File: src/rtl/div_seq_ctrl.sv
// Sequencer between the EX stage and a 32-iteration signed divider.
// Latches DIV operands, pulses the divider start, follows its busy flag,
// lets q/r settle, then writes HI/LO. Also serves MTHI/MTLO, resolves
// divide-by-zero locally and aborts a hung divider via a watchdog.
module div_seq_ctrl #(
   parameter int unsigned SETTLE_CYCLES = 1,
   parameter int unsigned WDOG_CYCLES   = 48
) (
   input  logic        i_clk,
   input  logic        i_rst_n,
   input  logic        i_div_req,
   input  logic [31:0] i_dividend,
   input  logic [31:0] i_divisor,
   input  logic        i_mthi,
   input  logic        i_mtlo,
   input  logic [31:0] i_wdata,
   output logic [31:0] o_hi,
   output logic [31:0] o_lo,
   output logic        o_stall,
   output logic        o_div_done,
   output logic        o_err,
   output logic        o_dv_start,
   output logic [31:0] o_dv_dividend,
   output logic [31:0] o_dv_divisor,
   input  logic        i_dv_busy,
   input  logic [31:0] i_dv_q,
   input  logic [31:0] i_dv_r
);

   localparam int unsigned DATA_W   = 32;
   localparam int unsigned WDOG_RAW = $clog2(WDOG_CYCLES + 1);
   localparam int unsigned WDOG_W   = (WDOG_RAW < 6) ? 6 : WDOG_RAW;
   localparam int unsigned SET_RAW  = $clog2(SETTLE_CYCLES + 1);
   localparam int unsigned SET_W    = (SET_RAW < 1) ? 1 : SET_RAW;

   localparam logic [WDOG_W-1:0] WDOG_LIMIT = WDOG_W'(WDOG_CYCLES);
   localparam logic [WDOG_W-1:0] WDOG_MAX   = '1;
   localparam logic [SET_W-1:0]  SET_LOAD   = SET_W'(SETTLE_CYCLES);
   localparam logic [SET_W-1:0]  SET_ONE    = SET_W'(1);

   typedef enum logic [2:0] {
      S_IDLE,
      S_LAUNCH,
      S_WAIT_BUSY,
      S_RUN,
      S_SETTLE,
      S_CAPTURE
   } state_t;

   state_t             r_state;
   logic [WDOG_W-1:0]  r_wdog;
   logic [SET_W-1:0]   r_settle;
   logic [DATA_W-1:0]  r_hi;
   logic [DATA_W-1:0]  r_lo;
   logic               r_div_done;
   logic               r_err;
   logic               r_dv_start;
   logic [DATA_W-1:0]  r_dv_dividend;
   logic [DATA_W-1:0]  r_dv_divisor;

   logic               w_div_zero;
   logic               w_accept;
   logic [WDOG_W-1:0]  w_wdog_next;
   logic               w_wdog_trip;

   // Request decode and saturating watchdog increment
   assign w_div_zero  = (i_divisor == '0);
   assign w_accept    = (r_state == S_IDLE) & i_div_req & ~w_div_zero;
   assign w_wdog_next = (r_wdog == WDOG_MAX) ? r_wdog : r_wdog + WDOG_W'(1);
   assign w_wdog_trip = (w_wdog_next >= WDOG_LIMIT);

   // Stall is combinational so the pipeline holds in the same cycle a DIV is accepted
   assign o_stall = (r_state != S_IDLE) | w_accept;

   // Sequencer FSM with registered outputs and HI/LO ownership
   always_ff @(posedge i_clk or negedge i_rst_n) begin
      if (!i_rst_n) begin
         r_state       <= S_IDLE;
         r_wdog        <= '0;
         r_settle      <= '0;
         r_hi          <= '0;
         r_lo          <= '0;
         r_div_done    <= 1'b0;
         r_err         <= 1'b0;
         r_dv_start    <= 1'b0;
         r_dv_dividend <= '0;
         r_dv_divisor  <= '0;
      end else begin
         r_div_done <= 1'b0;
         r_dv_start <= 1'b0;
         case (r_state)
            S_IDLE: begin
               if (i_div_req) begin
                  if (w_div_zero) begin
                     r_hi       <= i_dividend;
                     r_lo       <= '1;
                     r_div_done <= 1'b1;
                  end else begin
                     r_dv_dividend <= i_dividend;
                     r_dv_divisor  <= i_divisor;
                     r_err         <= 1'b0;
                     r_wdog        <= '0;
                     r_state       <= S_LAUNCH;
                  end
               end else begin
                  if (i_mthi) r_hi <= i_wdata;
                  if (i_mtlo) r_lo <= i_wdata;
               end
            end
            S_LAUNCH: begin
               r_wdog <= w_wdog_next;
               if (w_wdog_trip) begin
                  r_err   <= 1'b1;
                  r_state <= S_IDLE;
               end else begin
                  r_dv_start <= 1'b1;
                  r_state    <= S_WAIT_BUSY;
               end
            end
            S_WAIT_BUSY: begin
               r_wdog <= w_wdog_next;
               if (w_wdog_trip) begin
                  r_err   <= 1'b1;
                  r_state <= S_IDLE;
               end else if (i_dv_busy) begin
                  r_state <= S_RUN;
               end
            end
            S_RUN: begin
               r_wdog <= w_wdog_next;
               if (w_wdog_trip) begin
                  r_err   <= 1'b1;
                  r_state <= S_IDLE;
               end else if (!i_dv_busy) begin
                  r_settle <= SET_LOAD;
                  r_state  <= S_SETTLE;
               end
            end
            S_SETTLE: begin
               // Holds for SETTLE_CYCLES cycles in total
               if (r_settle <= SET_ONE) begin
                  r_settle <= '0;
                  r_state  <= S_CAPTURE;
               end else begin
                  r_settle <= r_settle - SET_ONE;
               end
            end
            S_CAPTURE: begin
               r_hi       <= i_dv_r;
               r_lo       <= i_dv_q;
               r_div_done <= 1'b1;
               r_state    <= S_IDLE;
            end
            default: begin
               r_state <= S_IDLE;
            end
         endcase
      end
   end

   assign o_hi          = r_hi;
   assign o_lo          = r_lo;
   assign o_div_done    = r_div_done;
   assign o_err         = r_err;
   assign o_dv_start    = r_dv_start;
   assign o_dv_dividend = r_dv_dividend;
   assign o_dv_divisor  = r_dv_divisor;

endmodule
File: config.mk
export PLATFORM = sky130hd
export DESIGN_NAME = div_seq_ctrl
export DESIGN_NICKNAME = d
export VERILOG_FILES = /design/src/rtl/div_seq_ctrl.sv
export SDC_FILE = /design/constraint.sdc
export NUM_CORES = 1
export LEC_CHECK = 0
export BUFFER_PORTS_ARGS = -buffer_cell sky130_fd_sc_hd__clkbuf_2
export CAP_MARGIN = 20
export CORE_MARGIN = 3
export CORE_UTILIZATION = 52
export DETAILED_ROUTE_END_ITERATION = 10
export HOLD_SLACK_MARGIN = 0.05
export PLACE_DENSITY = 0.95
export SLEW_MARGIN = 20
export SYNTH_ARGS = -nofsm -noshare
export SYNTH_HDL_FRONTEND = slang
export SYNTH_SLANG_ARGS = --single-unit
File: constraint.sdc
create_clock -name i_clk -period 3.5 [get_ports i_clk]
set_input_delay 0.525 -clock i_clk [delete_from_list [all_inputs] [get_ports i_clk]]
set_output_delay 0.525 -clock i_clk [all_outputs]
set_load 0.01 [all_outputs]
# Word level (Yosys, flattened, before mapping)
# Cells that the tools add are included.
dict set report totals {
  reg_bits 141
  in_bits 166
}
dict set report classes {
  mux 34
  order_cmp 2
  n_addsub 2
  n_bitwise 4
  n_reduce_logical 14
  n_eq_ne 17
}
# operator count
set op_table {}
lappend op_table {{32-bit two-way mux} 6}
lappend op_table {{32-bit case mux with 2 select lines} 2}
lappend op_table {{32-bit zero test} 1}
lappend op_table {{3-bit two-way mux} 7}
lappend op_table {{6-bit two-way mux} 3}
lappend op_table {{3-bit inequality test (second input constant)} 5}
lappend op_table {{3-bit case mux with 5 select lines} 1}
lappend op_table {{3-bit AND reduction} 5}
lappend op_table {{6-bit case mux with 2 select lines} 1}
lappend op_table {{1-bit two-way mux} 10}
lappend op_table {{2-bit inequality test (second input constant)} 5}
lappend op_table {{6-bit by 1-bit adder with 6-bit output (second input constant)} 1}
lappend op_table {{3-bit by 2-bit equality test with 1-bit output (second input constant)} 2}
lappend op_table {{3-bit equality test (second input constant)} 2}
lappend op_table {{6-bit equality test (second input constant)} 1}
lappend op_table {{6-bit greater-or-equal comparator (second input constant)} 1}
lappend op_table {{1-bit case mux with 2 select lines} 3}
lappend op_table {{2-bit nonzero test} 3}
lappend op_table {{5-bit AND reduction} 1}
lappend op_table {{4-bit AND reduction} 1}
lappend op_table {{3-bit by 1-bit equality test with 1-bit output (second input constant)} 1}
lappend op_table {{3-bit zero test} 1}
lappend op_table {{3-bit nonzero test} 1}
lappend op_table {{3-bit OR reduction} 1}
lappend op_table {{other kinds (7)} 8}

# Longest topological paths before layout
# Gate-level depths: netlist of run 1.
dict set report logic_depth {
  ltp_word 5
  ltp_mapped 8
  depth_no_buf 6
}

# Least setup slack after synthesis of run 1
# No wires, ideal clock.
dict set report synth_path {
  path_type {input -> register}
  start {input port i_divisor[1]}
  end {register r_hi[0], in the netlist o_hi[0]}
  path_slack_ns 1.604
  n_path_buf 1
  path_stages 6
  arrival_ns 1.771
  cell_sequence {nor4_1 nand4_2 o21ai_4 o21ai_4 buf_6 mux2_4}
}
dict set report synth_via {
  elab_chain_len 3
}
# item line
set synth_rtl {}
lappend synth_rtl {{from (decl)} 13} ;# input logic [31:0] i_divisor,
lappend synth_rtl {{32-bit zero test} 67} ;# assign w_div_zero = (i_divisor == '0);
lappend synth_rtl {{3-bit inequality test (no source line)} --}
lappend synth_rtl {{3-bit AND reduction (no source line)} --}
lappend synth_rtl {{to (signal assigned)} 95} ;# r_hi <= i_dividend;
lappend synth_rtl {{to (signal assigned)} 106} ;# if (i_mthi) r_hi <= i_wdata;
lappend synth_rtl {{to (signal assigned)} 149} ;# r_hi <= i_dv_r;
lappend synth_rtl {{to (decl)} 53} ;# logic [DATA_W-1:0] r_hi;
# Every way passes these cells.
# A chain may end at the register's enable or synchronous reset.

# Worst setup path in the final report of run 1
dict set report layout_path {
  start {register r_state[2]}
  end {register r_lo[27], in the netlist o_lo[27]}
}
dict set report layout_via {
  elab_chain_len 3
  word_cells_on_any_way 7
  classes_between {3 x eq/ne; 1 x mux; 3 x reduce/logical}
}
# item line
set layout_rtl {}
lappend layout_rtl {{from (decl)} 50} ;# state_t r_state;
lappend layout_rtl {{from (signal assigned)} 78} ;# r_state <= S_IDLE;
lappend layout_rtl {{from (signal assigned)} 103} ;# r_state <= S_LAUNCH;
lappend layout_rtl {{from (signal assigned)} 114} ;# r_state <= S_IDLE;
lappend layout_rtl {{3-bit zero test or 3-bit equality test (tied branches)} 91} ;# case (r_state)
lappend layout_rtl {{3-bit inequality test (no source line) or 2-bit nonzero test (tied branches)} --}
lappend layout_rtl {{3-bit AND reduction (no source line)} --}
lappend layout_rtl {{to (signal assigned)} 107} ;# if (i_mtlo) r_lo <= i_wdata;
lappend layout_rtl {{to (signal assigned)} 150} ;# r_lo <= i_dv_q;
lappend layout_rtl {{to (decl)} 54} ;# logic [DATA_W-1:0] r_lo;
# Several ways; a longest one is shown, not always the timed one.

==> summary.md, run 1 <==
| Metric | Value |
|---|---|
| Gate power share | 0.401 |
| Yosys top cell area share | 0.518 |
| DRT iter0 DRCs | 536 |
| Max Clock Freq | 392 MHz |
| Syn nets | 883 |
| CTS tree | built |
| Clock buffer depth | 2 |
| Setup TNS | 0 ns |
| DRT Pass-1 Iters | 5 |
| Initial antenna violation count | 0 |
| Initial Utilization | 0.534 |
| Number of warnings issued by yosys | 0 |
| Final period utilization | 0.729 |
| Net Sw Power | between 3000 and 4000 uW |
| Worst Hold Class | input port to asynchronous set/reset pin |
| Area grow syn2layout | 31.9% |
| FP Rows | slightly above 40 |
| Mapped Area | 0.00676 mm2 |
| Worst rel slew slack | 0.278 |
| Crit path max fanout | 100 |
| Total internal power | 4960 uW |
| Max cap viols | 0 |
| Post-layout min period | 2.55 ns |
| Final Slew Violations | 0 |
| Critical path data arrival time | 2.88 ns |
| Post-Synthesis Mean Instance Area | 9.44 um2 |
| H-Tree Depth | 4 |
| Core area | 0.0127 mm2 |
| Vias/cell | 5.58 |
| Post-Synthesis Cells | 716 |
| # resized after CTS | 0 |
| Max IR drop VDD | 0.434 mV |
| Area occupied by registers | 0.00350 mm2 |
| Static Leak | 0.00474 uW |
| NumNets Final | 1158 |
| Unique masters post-synth | 44 |
| Ranking of synthesized cells by area | dfrtp_1 (52%), nand2_1 (13%), o21ai_0 (7.5%) |
| Sinks on Clock Net | 140 |
| CTS root buffer | clkbuf_16 |
| Critical Path RT | 3.83 ns |
| Number of I/O port buffers | between 200 and 300 |
| Clock-pin transition on the worst setup and hold timing paths | 0.06 ns |
| Placed insts | around 1100 |
| R2r startpoint | r_state[2] |
| CP Capture Type | flip-flop |
| Largest net degree at the start of global routing | a little over 100 |
| DPL Wire Length | between 10000 and 15000 um |
| FF-to-FF path depth | 5 |
| Area of the die | ~0.014 mm2 |
| Worst-Skew Late Latency | 0.41 ns |
| WHS | approximately 0.12 ns |
| Fill cells | 948 |
| WL per Instance | approximately 18 um |
| Status | completed |
| Slack of the worst reg-to-reg path | 0.95 ns |
| Layout cell share with drive strength beyond 1 | 0.379 |
| Seq/Total Area, Yosys | 0.518 |
| Final Instance Count excl. Fillers | ~1200 |
| DRT Wirelength | 21200 um |
| Chip height | 120 um |
| Die span in x | around 120 um |
| Hold_buf cts | 0 |
| TritonCTS buffer count | 17 |
| Clk pwr share | 0.229 |
| Power density over the cells | 893 mW/mm2 |
| Buffer count from post-CTS setup fixing | 0 |
| Switching Share | 0.377 |
| Ports | between 200 and 300 |
| First-pass GRT wire length | 32300 um |
| Worst slew pin tran | roughly 1.1 ns |
| Count of final setup violators | 0 |
| #FFs+latches synth | 140 |
| Worst Skew | ~0.0037 ns |
| Fin. Hold Viols | 0 |
| Vias in the first global route | 6358 |
| Multi-input gate area | 0.00302 mm2 |
| R2r endpoint | o_lo[27] |
| CP Launch Type | flip-flop |
| Vias | 6560 |
| Area leader, netlist | dfrtp_1 |
| Post-DRT Antenna Nets | 0 |
| Grt total ovfl | 0 |
| GRT Overall Usage | 0.289 |
| RePlAce Congestion | 0.853 |
| RSZ-0062 raised after global routing | false |
| Reg power frac | 0.370 |
| Diodes inserted | 0 |
| Post-route DRC violation count | 0 |
| CP Class | flip-flop to flip-flop |
## metal layers
| layer | global-route usage | share of wire |
|---|---|---|
| met1 | 0.342 | 0.38 |
| met3 | 0.0660 | 0.079 |
| met4 | 0.141 | 0.040 |
| met2 | 0.498 | 0.50 |
| met5 | 0 | 0 |
## cell type report
type | instances | share of cell area
sequential | 140 | 0.393
clock inverter | 6 | 0.0121
tap | 172 | 0.0241
inverter | 2 | 0.000842
timing repair buffer | 305 | 0.176
clock buffer | 26 | 0.0560
multi-input combinational | 525 | 0.338
## power by group through the flow
stage                     Clock (uW)  Combinational (uW)  Sequential, uW
after floorplan                    0                1550            3190
after global placement             0                3040            2910
after detailed placement           0                3180            2920
after CTS                       1850                3200            2930
after global routing            1920                3480            3030
final                           1830                3190            2950
## cell usage in the layout (no fill, tap or decap), types with 6 or more instances in the layout
cell       instances
nor2_1             8
dfrtp_1          140
o21ai_1           32
nor4_2             7
or3_1             32
clkbuf_16         17
o21ai_0          101
mux2_4            30
clkbuf_2         295
buf_4              8
nand3_1            6
nand2_1          232
mux2i_1           32
## sequential cells by signal, indices dropped and copies added (netlist names)
| name | count |
|---|---|
| o_err | 1 |
| o_dv_divisor | 32 |
| r_wdog | 6 |
| o_div_done | 1 |
| o_lo | 32 |
| o_dv_start | 1 |
| o_hi | 32 |
| r_state | 3 |
| o_dv_dividend | 32 |
## logic make-up (layout without fill, tap and decap cells)
| group | Yosys count | in the layout | share of synthesized area |
|---|---|---|---|
| simple gates | 308 | 308 | 0.203 |
| compound gates | 151 | 151 | 0.120 |
| flops | 140 | 140 | 0.518 |
| mux | 64 | 64 | 0.117 |
| buf+inv | 51 | 339 | 0.0383 |
| fa+ha+maj | 1 | 1 | 0.00185 |
| xor+xnor | 1 | 1 | 0.00130 |
## critical path, cell delays in order, from the launching register on
cell and delay, ns:
dfrtp_1 0.52, nor3_1 0.36, and2_1 0.27, o21a_4 0.86
o21ai_0 0.29, o21ai_1 0.15
## synthesized netlist by cell type (all sizes together)
| cell | number |
|---|---|
| mux2 | 32 |
| o21bai | 1 |
| xor2 | 1 |
| nor4 | 8 |
| a21oi | 4 |
| ha | 1 |
| a31oi | 1 |
| dfrtp | 140 |
| o31ai | 1 |
| mux2i | 32 |
| and2 | 1 |
| nor2 | 9 |
| clkbuf | 24 |
| o211a | 1 |
| a211oi | 1 |
| and3 | 2 |
| buf | 25 |
| o21ai | 136 |
| nor3b | 1 |
| nor2b | 1 |
| o22ai | 2 |
| o211ai | 1 |
| or2 | 2 |
| inv | 2 |
| a32o | 1 |
| nand2 | 233 |
| nor4b | 1 |
| a21o | 1 |
| nor3 | 5 |
| or3 | 32 |
| nand4 | 6 |
| nand3 | 6 |
| nand2b | 1 |
| o21a | 1 |
## how the worst max path moves through the flow
stage | startpoint | end | slack (ns) | cells past startpoint
5_1_grt | r_state[2] | o_lo[27] | 0.78 | 5
2_1_floorplan | i_divisor[1] | o_hi[0] | 1.60 | 6
4_1_cts | r_state[2] | o_lo[27] | 0.97 | 5
6_report | r_state[2] | o_lo[27] | 0.95 | 5
3_5_place_dp | r_state[2] | o_lo[27] | 0.98 | 5
3_3_place_gp | i_divisor[18] | o_hi[14] | 1.04 | 7
## per-stage QoR
| step | cell area [um2] | total power, uW | utilization | setup WS (ns) |
|---|---|---|---|---|
| floorplan | 6760 | 4740 | - | 1.60 |
| CTS | 8920 | 7980 | 0.704 | 0.973 |
| global route | 8920 | 8440 | 0.704 | 0.776 |
| global placement | 8310 | 5940 | 0.656 | 1.04 |
| finish | 8920 | 7960 | 0.704 | 0.948 |
| detailed placement | 8310 | 6100 | 0.656 | 0.981 |
Power figures use the tool's default switching activity.
==> inputs of run 2 (changes only) <==
Settings changed: CORE_UTILIZATION 52 to 43, PLACE_DENSITY 0.95 to 0.87.
Clock period 3.5 ns to 2.3 ns, I/O delays scaled along.
==> summary.md, run 2 (synthesis gave the netlist of run 1 again) <==
| Metric | Value |
|---|---|
| DPL Wire Length | 15300 um (was 14600 um) |
| First-pass GRT wire length | 33100 um (was 32300 um) |
| DRT Wirelength | 20900 um (was 21200 um) |
| Worst setup margin | 0.273 ns (was 0.948 ns) |
| Fin. Hold Viols | 0 (unchanged) |
| Clk pwr share | 0.226 (was 0.229) |
| Setup TNS | 0 ns (unchanged) |
| Die span in x | 131 um (was 120 um) |
| Grt total ovfl | 0 (unchanged) |
| WHS | 0.137 ns (was 0.121 ns) |
| Power density over the cells | 1330 mW/mm2 (was 893 mW/mm2) |
| RePlAce Congestion | 0.887 (was 0.853) |
| Vias | 6390 (was 6560) |
| Max IR drop VDD | 0.604 mV (was 0.434 mV) |
| Layout cell share with drive strength beyond 1 | 0.392 (was 0.379) |
| Initial Utilization | 0.441 (was 0.534) |
| Area of the die | 0.0173 mm2 (was 0.0144 mm2) |
| GRT Overall Usage | 0.239 (was 0.289) |
| CP Launch Type | input port (was flip-flop) |
| Count of final setup violators | 0 (unchanged) |
| Reg power frac | 0.365 (was 0.370) |
| DRT iter0 DRCs | 418 (was 536) |
| CTS tree | built (unchanged) |
| Clock buffer depth | 2 (unchanged) |
| DP Worst Slack | 0.140 ns (was 0.981 ns) |
| Post-route DRC violation count | 0 (unchanged) |
| DRT Pass-1 Iters | 5 (unchanged) |
| FP Rows | 45 (was 41) |
| Final Instance Count excl. Fillers | 1231 (was 1176) |
| CP Capture Type | primary output (was flip-flop) |
| Final period utilization | 0.881 |
| Commonest cells after routing, fill and taps aside | clkbuf_2 (295), nand2_1 (232), dfrtp_1 (140), o21ai_0 (101) (unchanged) |
| Worst rel slew slack | 0.518 (was 0.278) |
| Clock-pin transition on the worst setup and hold timing paths | 0.06 ns (about the same) |
| Worst-Skew Late Latency | 0.41 ns (about the same) |
| Buffer count from post-CTS setup fixing | 0 (unchanged) |
| Crit path max fanout | 4 (was 100) |
| Ports | 298 (unchanged) |
| Largest net degree at the start of global routing | 59 (was 101) |
| Static Leak | 0.00485 uW (was 0.00474 uW) |
| Max cap viols | 0 (unchanged) |
| Total internal power | 7580 uW (was 4960 uW) |
| Post-layout min period | around 2 ns |
| Final Slew Violations | 0 (unchanged) |
| Switching Share | 0.379 (was 0.377) |
| Most common library cell in the layout ignoring fill and taps | clkbuf_2 (unchanged) |
| Vias in the first global route | 6454 (was 6358) |
| H-Tree Depth | 4 (unchanged) |
| Initial antenna violation count | 0 (unchanged) |
| Max Clock Freq | 493 MHz |
| Placed insts | 1199 (was 1144) |
| Core area | 0.0153 mm2 (was 0.0127 mm2) |
| Critical path data arrival time | 1.68 ns (was 2.88 ns) |
| WL per Instance | 17.0 um (was 18.0 um) |
| Worst Skew | 0.00972 ns (was 0.00372 ns) |
| NumNets Final | 1175 (was 1158) |
| CTS root buffer | clkbuf_16 (unchanged) |
| Vias/cell | 5.19 (was 5.58) |
| Worst slew pin tran | 0.723 ns (was 1.08 ns) |
| Area grow syn2layout | 35.6% (was 31.9%) |
| Fill cells | 1323 (was 948) |
| Status | completed (unchanged) |
| CP Class | input port to primary output (was flip-flop to flip-flop) |
| Sinks on Clock Net | 140 (unchanged) |
| Diodes inserted | 0 (unchanged) |
| Net Sw Power | 4620 uW (was 3000 uW) |
| Number of I/O port buffers | 297 (unchanged) |
| Gate power share | 0.409 (was 0.401) |
| Worst Hold Class | input port to flip-flop (was input port to asynchronous set/reset pin) |
| RSZ-0062 raised after global routing | false (unchanged) |
| Chip height | 131 um (was 120 um) |
| Post-DRT Antenna Nets | 0 (unchanged) |
| Critical Path RT | 1.96 ns (was 3.83 ns) |
| TritonCTS buffer count | 17 (unchanged) |
==> run 2: cell types whose count changed in the layout (fill, tap and decap cells not counted), sizes merged <==
cell / previous run / this run
dlygate4sd3: 0 / 1
buf: 10 / 26
clkinvlp: 1 / 2
clkinv: 2 / 7
clkbuf: 321 / 314
==> run 2: timing repair <==
item,4_1_cts,5_1_grt
hold endpoints to repair,44,0
gates resized for setup,0,0
hold buffers,1,0
==> run 2: power by group through the flow <==
stage | logic [uW] | registers [uW] | clock network, uW
global route | 5430 | 4610 | 2930
detailed placement | 5020 | 4460 | 0
global placement | 4860 | 4410 | 0
floorplan | 2360 | 4850 | 0
CTS | 5020 | 4450 | 2810
finish | 4990 | 4460 | 2760
==> run 2: worst max-delay path: stages <==
cell and delay (ns):
clkbuf_2 0.10, nor4_2 0.35, nand4_2 0.31, o21ai_4 0.29, nand2_1 0.11, clkbuf_2 0.17
==> run 2: cell type report <==
| class | instances | area [um2] | area share |
|---|---|---|---|
| clock inverter | 12 | 148 | 0.0161 |
| multi-input combinational | 525 | 3020 | 0.329 |
| inverter | 2 | 7.51 | 0.000819 |
| clock buffer | 19 | 443 | 0.0483 |
| sequential | 140 | 3500 | 0.382 |
| tap | 211 | 264 | 0.0288 |
| timing repair buffer | 322 | 1780 | 0.195 |
==> run 2: metal layers <==
metal,share of wire,up-vias,global-route usage
li1,-,3018,-
met1,0.40,3019,0.287
met2,0.49,313,0.404
met3,0.075,40,0.0674
met4,0.030,0,0.0998
met5,0,-,0
==> run 2: stage by stage <==
stage / util / instance area, um2 / power (uW)
floorplan: - / 6760 / 7220
global placement: 0.559 / 8570 / 9270
detailed placement: 0.559 / 8570 / 9470
CTS: 0.599 / 9170 / 12300
global route: 0.599 / 9170 / 13000
finish: 0.599 / 9170 / 12200
==> run 2: worst paths after layout <==
kind,start,to,slack (ns),depth (start not counted)
max,i_divisor[18],o_stall,0.27,6
min,i_dividend[22],o_dv_dividend[22],0.14,3
max reg2reg,r_state[2],o_hi[28],0.30,5
min reg2reg,o_dv_divisor[25],o_dv_divisor[25],0.47,2
max in group asynchronous,i_rst_n,o_dv_divisor[15],1.26,3
min in group asynchronous,i_rst_n,o_dv_dividend[0],0.44,2
==> inputs of run 3 (changes only) <==
Clock period 2.3 ns to 1.8 ns, I/O delays scaled along.
==> summary.md, run 3 (synthesis gave the netlist of run 1 again) <==
| Metric | Value |
|---|---|
| Total internal power | 9920 uW (was 7580 uW) |
| DP Worst Slack | -0.259 ns (was 0.140 ns) |
| Worst Hold Class | input port to flip-flop (unchanged) |
| CP Capture Type | flip-flop (was primary output) |
| CTS tree | built (unchanged) |
| Crit path max fanout | 22 (was 4) |
| Clock buffer depth | 2 (unchanged) |
| Initial antenna violation count | 0 (unchanged) |
| Count of final setup violators | 0 (unchanged) |
| Final Instance Count excl. Fillers | 1261 (was 1231) |
| Post-DRT Antenna Nets | 0 (unchanged) |
| First-pass GRT wire length | 34100 um (was 33100 um) |
| Area grow syn2layout | 41.2% (was 35.6%) |
| DRT Wirelength | 21400 um (was 20900 um) |
| Commonest cells after routing, fill and taps aside | clkbuf_2 (294), nand2_1 (232), dfrtp_1 (140), o21ai_0 (101) (was clkbuf_2 (295), nand2_1 (232), dfrtp_1 (140), o21ai_0 (101)) |
| Post-layout min period | around 1.7 ns |
| Sinks on Clock Net | 140 (unchanged) |
| Max cap viols | 0 (unchanged) |
| Total power | 15900 uW (was 12200 uW) |
| CTS root buffer | clkbuf_16 (unchanged) |
| H-Tree Depth | 4 (unchanged) |
| Final Slew Violations | 0 (unchanged) |
| FP Rows | 45 (unchanged) |
| Core area | 0.0153 mm2 (unchanged) |
| Number of I/O port buffers | 297 (unchanged) |
| Initial Utilization | 0.441 (unchanged) |
| Worst rel slew slack | 0.765 (was 0.518) |
| Net Sw Power | 5940 uW (was 4620 uW) |
| TritonCTS buffer count | 17 (unchanged) |
| Setup TNS | 0 ns (unchanged) |
| Critical path data arrival time | 2.07 ns (was 1.68 ns) |
| Final period utilization | 0.953 |
| Worst Skew | 0.00820 ns (was 0.00972 ns) |
| Grt total ovfl | 0 (unchanged) |
| RePlAce Congestion | 0.893 (was 0.887) |
| NumNets Final | 1204 (was 1175) |
| Reg power frac | 0.357 (was 0.365) |
| Most common library cell in the layout ignoring fill and taps | clkbuf_2 (unchanged) |
| Vias | 6573 (was 6390) |
| Fin. Hold Viols | 0 (unchanged) |
| Largest net degree at the start of global routing | 52 (was 59) |
| Placed Area | 0.00884 mm2 (was 0.00857 mm2) |
| DRT Pass-1 Iters | 5 (unchanged) |
| DPL Wire Length | 16100 um (was 15300 um) |
| CP Class | flip-flop to flip-flop (was input port to primary output) |
| Diodes inserted | 0 (unchanged) |
| CP Launch Type | flip-flop (was input port) |
| Static Leak | 0.00502 uW (was 0.00485 uW) |
| Layout cell share with drive strength beyond 1 | 0.404 (was 0.392) |
| Clock-pin transition on the worst setup and hold timing paths | 0.06 ns (about the same) |
| Post-route cell area | 0.00954 mm2 (was 0.00917 mm2) |
| Worst setup margin | 0.0847 ns (was 0.273 ns) |
| Placed insts | 1221 (was 1199) |
| GRT Overall Usage | 0.247 (was 0.239) |
| Ports | 298 (unchanged) |
| WL per Instance | 17.0 um (about the same) |
| Clk pwr share | 0.218 (was 0.226) |
| Worst slew pin tran | 0.349 ns (was 0.723 ns) |
| Max IR drop VDD | 0.766 mV (was 0.604 mV) |
| Vias/cell | 5.21 (was 5.19) |
| Max Clock Freq | 583 MHz |
| RSZ-0062 raised after global routing | false (unchanged) |
| Switching Share | 0.375 (was 0.379) |
| Power density over the cells | 1660 mW/mm2 (was 1330 mW/mm2) |
| Area of the die | 0.0173 mm2 (unchanged) |
| Post-route DRC violation count | 0 (unchanged) |
| Critical Path RT | 2.15 ns (was 1.96 ns) |
| DRT iter0 DRCs | 328 (was 418) |
| Worst-Skew Late Latency | 0.41 ns (about the same) |
| Chip height | 131 um (unchanged) |
| Status | completed (unchanged) |
| Gate power share | 0.426 (was 0.409) |
| Vias in the first global route | 6523 (was 6454) |
| Die span in x | 131 um (unchanged) |
[run 3: cell count changes in the layout (fill, tap and decap cells not counted), sizes merged]
cell and change:
buf +25, dlygate4sd3 +5, clkbuf +2, clkinv -2
bufinv -1, clkinvlp +1
[run 3: power by group through the flow]
stage	registers [uW]	logic (uW)	clock network [uW]
global placement	5620	6520	0
global route	5850	7370	3650
floorplan	6200	3020	0
finish	5650	6750	3450
CTS	5640	6790	3530
detailed placement	5660	6770	0
[run 3: worst paths after layout]
path / startpoint / to / slack (ns) / depth (start not counted)
hold / removal: i_dividend[13] / o_dv_dividend[13] / 0.07 / 3
setup reg to reg: r_state[1] / o_dv_divisor[6] / 0.08 / 8
max in group asynchronous: i_rst_n / o_dv_divisor[13] / 0.90 / 3
setup / recovery: r_state[1] / o_dv_divisor[6] / 0.08 / 8
hold reg to reg: o_dv_dividend[15] / o_dv_dividend[15] / 0.47 / 2
min in group asynchronous: i_rst_n / o_dv_dividend[0] / 0.32 / 2
[run 3: area by class of cell]
cell class              instances  area, um2
inverters                       2       7.51
clock inverters                10        115
fillers                      1262       5770
multi-input cells             525       3050
well taps                     211        264
clock buffers                  22        474
flip-flops and latches        140       3500
repair buffers                351       2130
[run 3: worst max-delay path, stage by stage (launching register included)]
cell,delay (ns)
dfrtp_1,0.46
nor3_1,0.17
buf_4,0.15
and2_1,0.20
o21a_4,0.21
buf_12,0.19
buf_12,0.14
nand2_1,0.06
nand2_1,0.06
[run 3: metal layers]
metal,part of all wire,vias up,routed length [um],GRT usage
met5,0,-,0,0
met3,0.066,47,1410,0.0525
met4,0.028,0,591,0.0928
met1,0.40,3135,8560,0.301
met2,0.51,316,10800,0.433
li1,-,3075,-,-
[run 3: metrics by stage]
stage	utilization	hold WS, ns
finish	0.623	0.0724
global route	0.623	0.0670
CTS	0.621	0.0538
detailed placement	0.577	0.185
global placement	0.577	0.181
floorplan	-	-0.0256
[run 3: what timing repair did]
item | CTS | global route
hold buffers | 6 | 0
setup buffers | 2 | 1
endpoints found under the hold margin | 33 | 0
gates resized for setup | 1 | 4
setup endpoints to repair | 1 | 1
pin swaps | 3 | 3
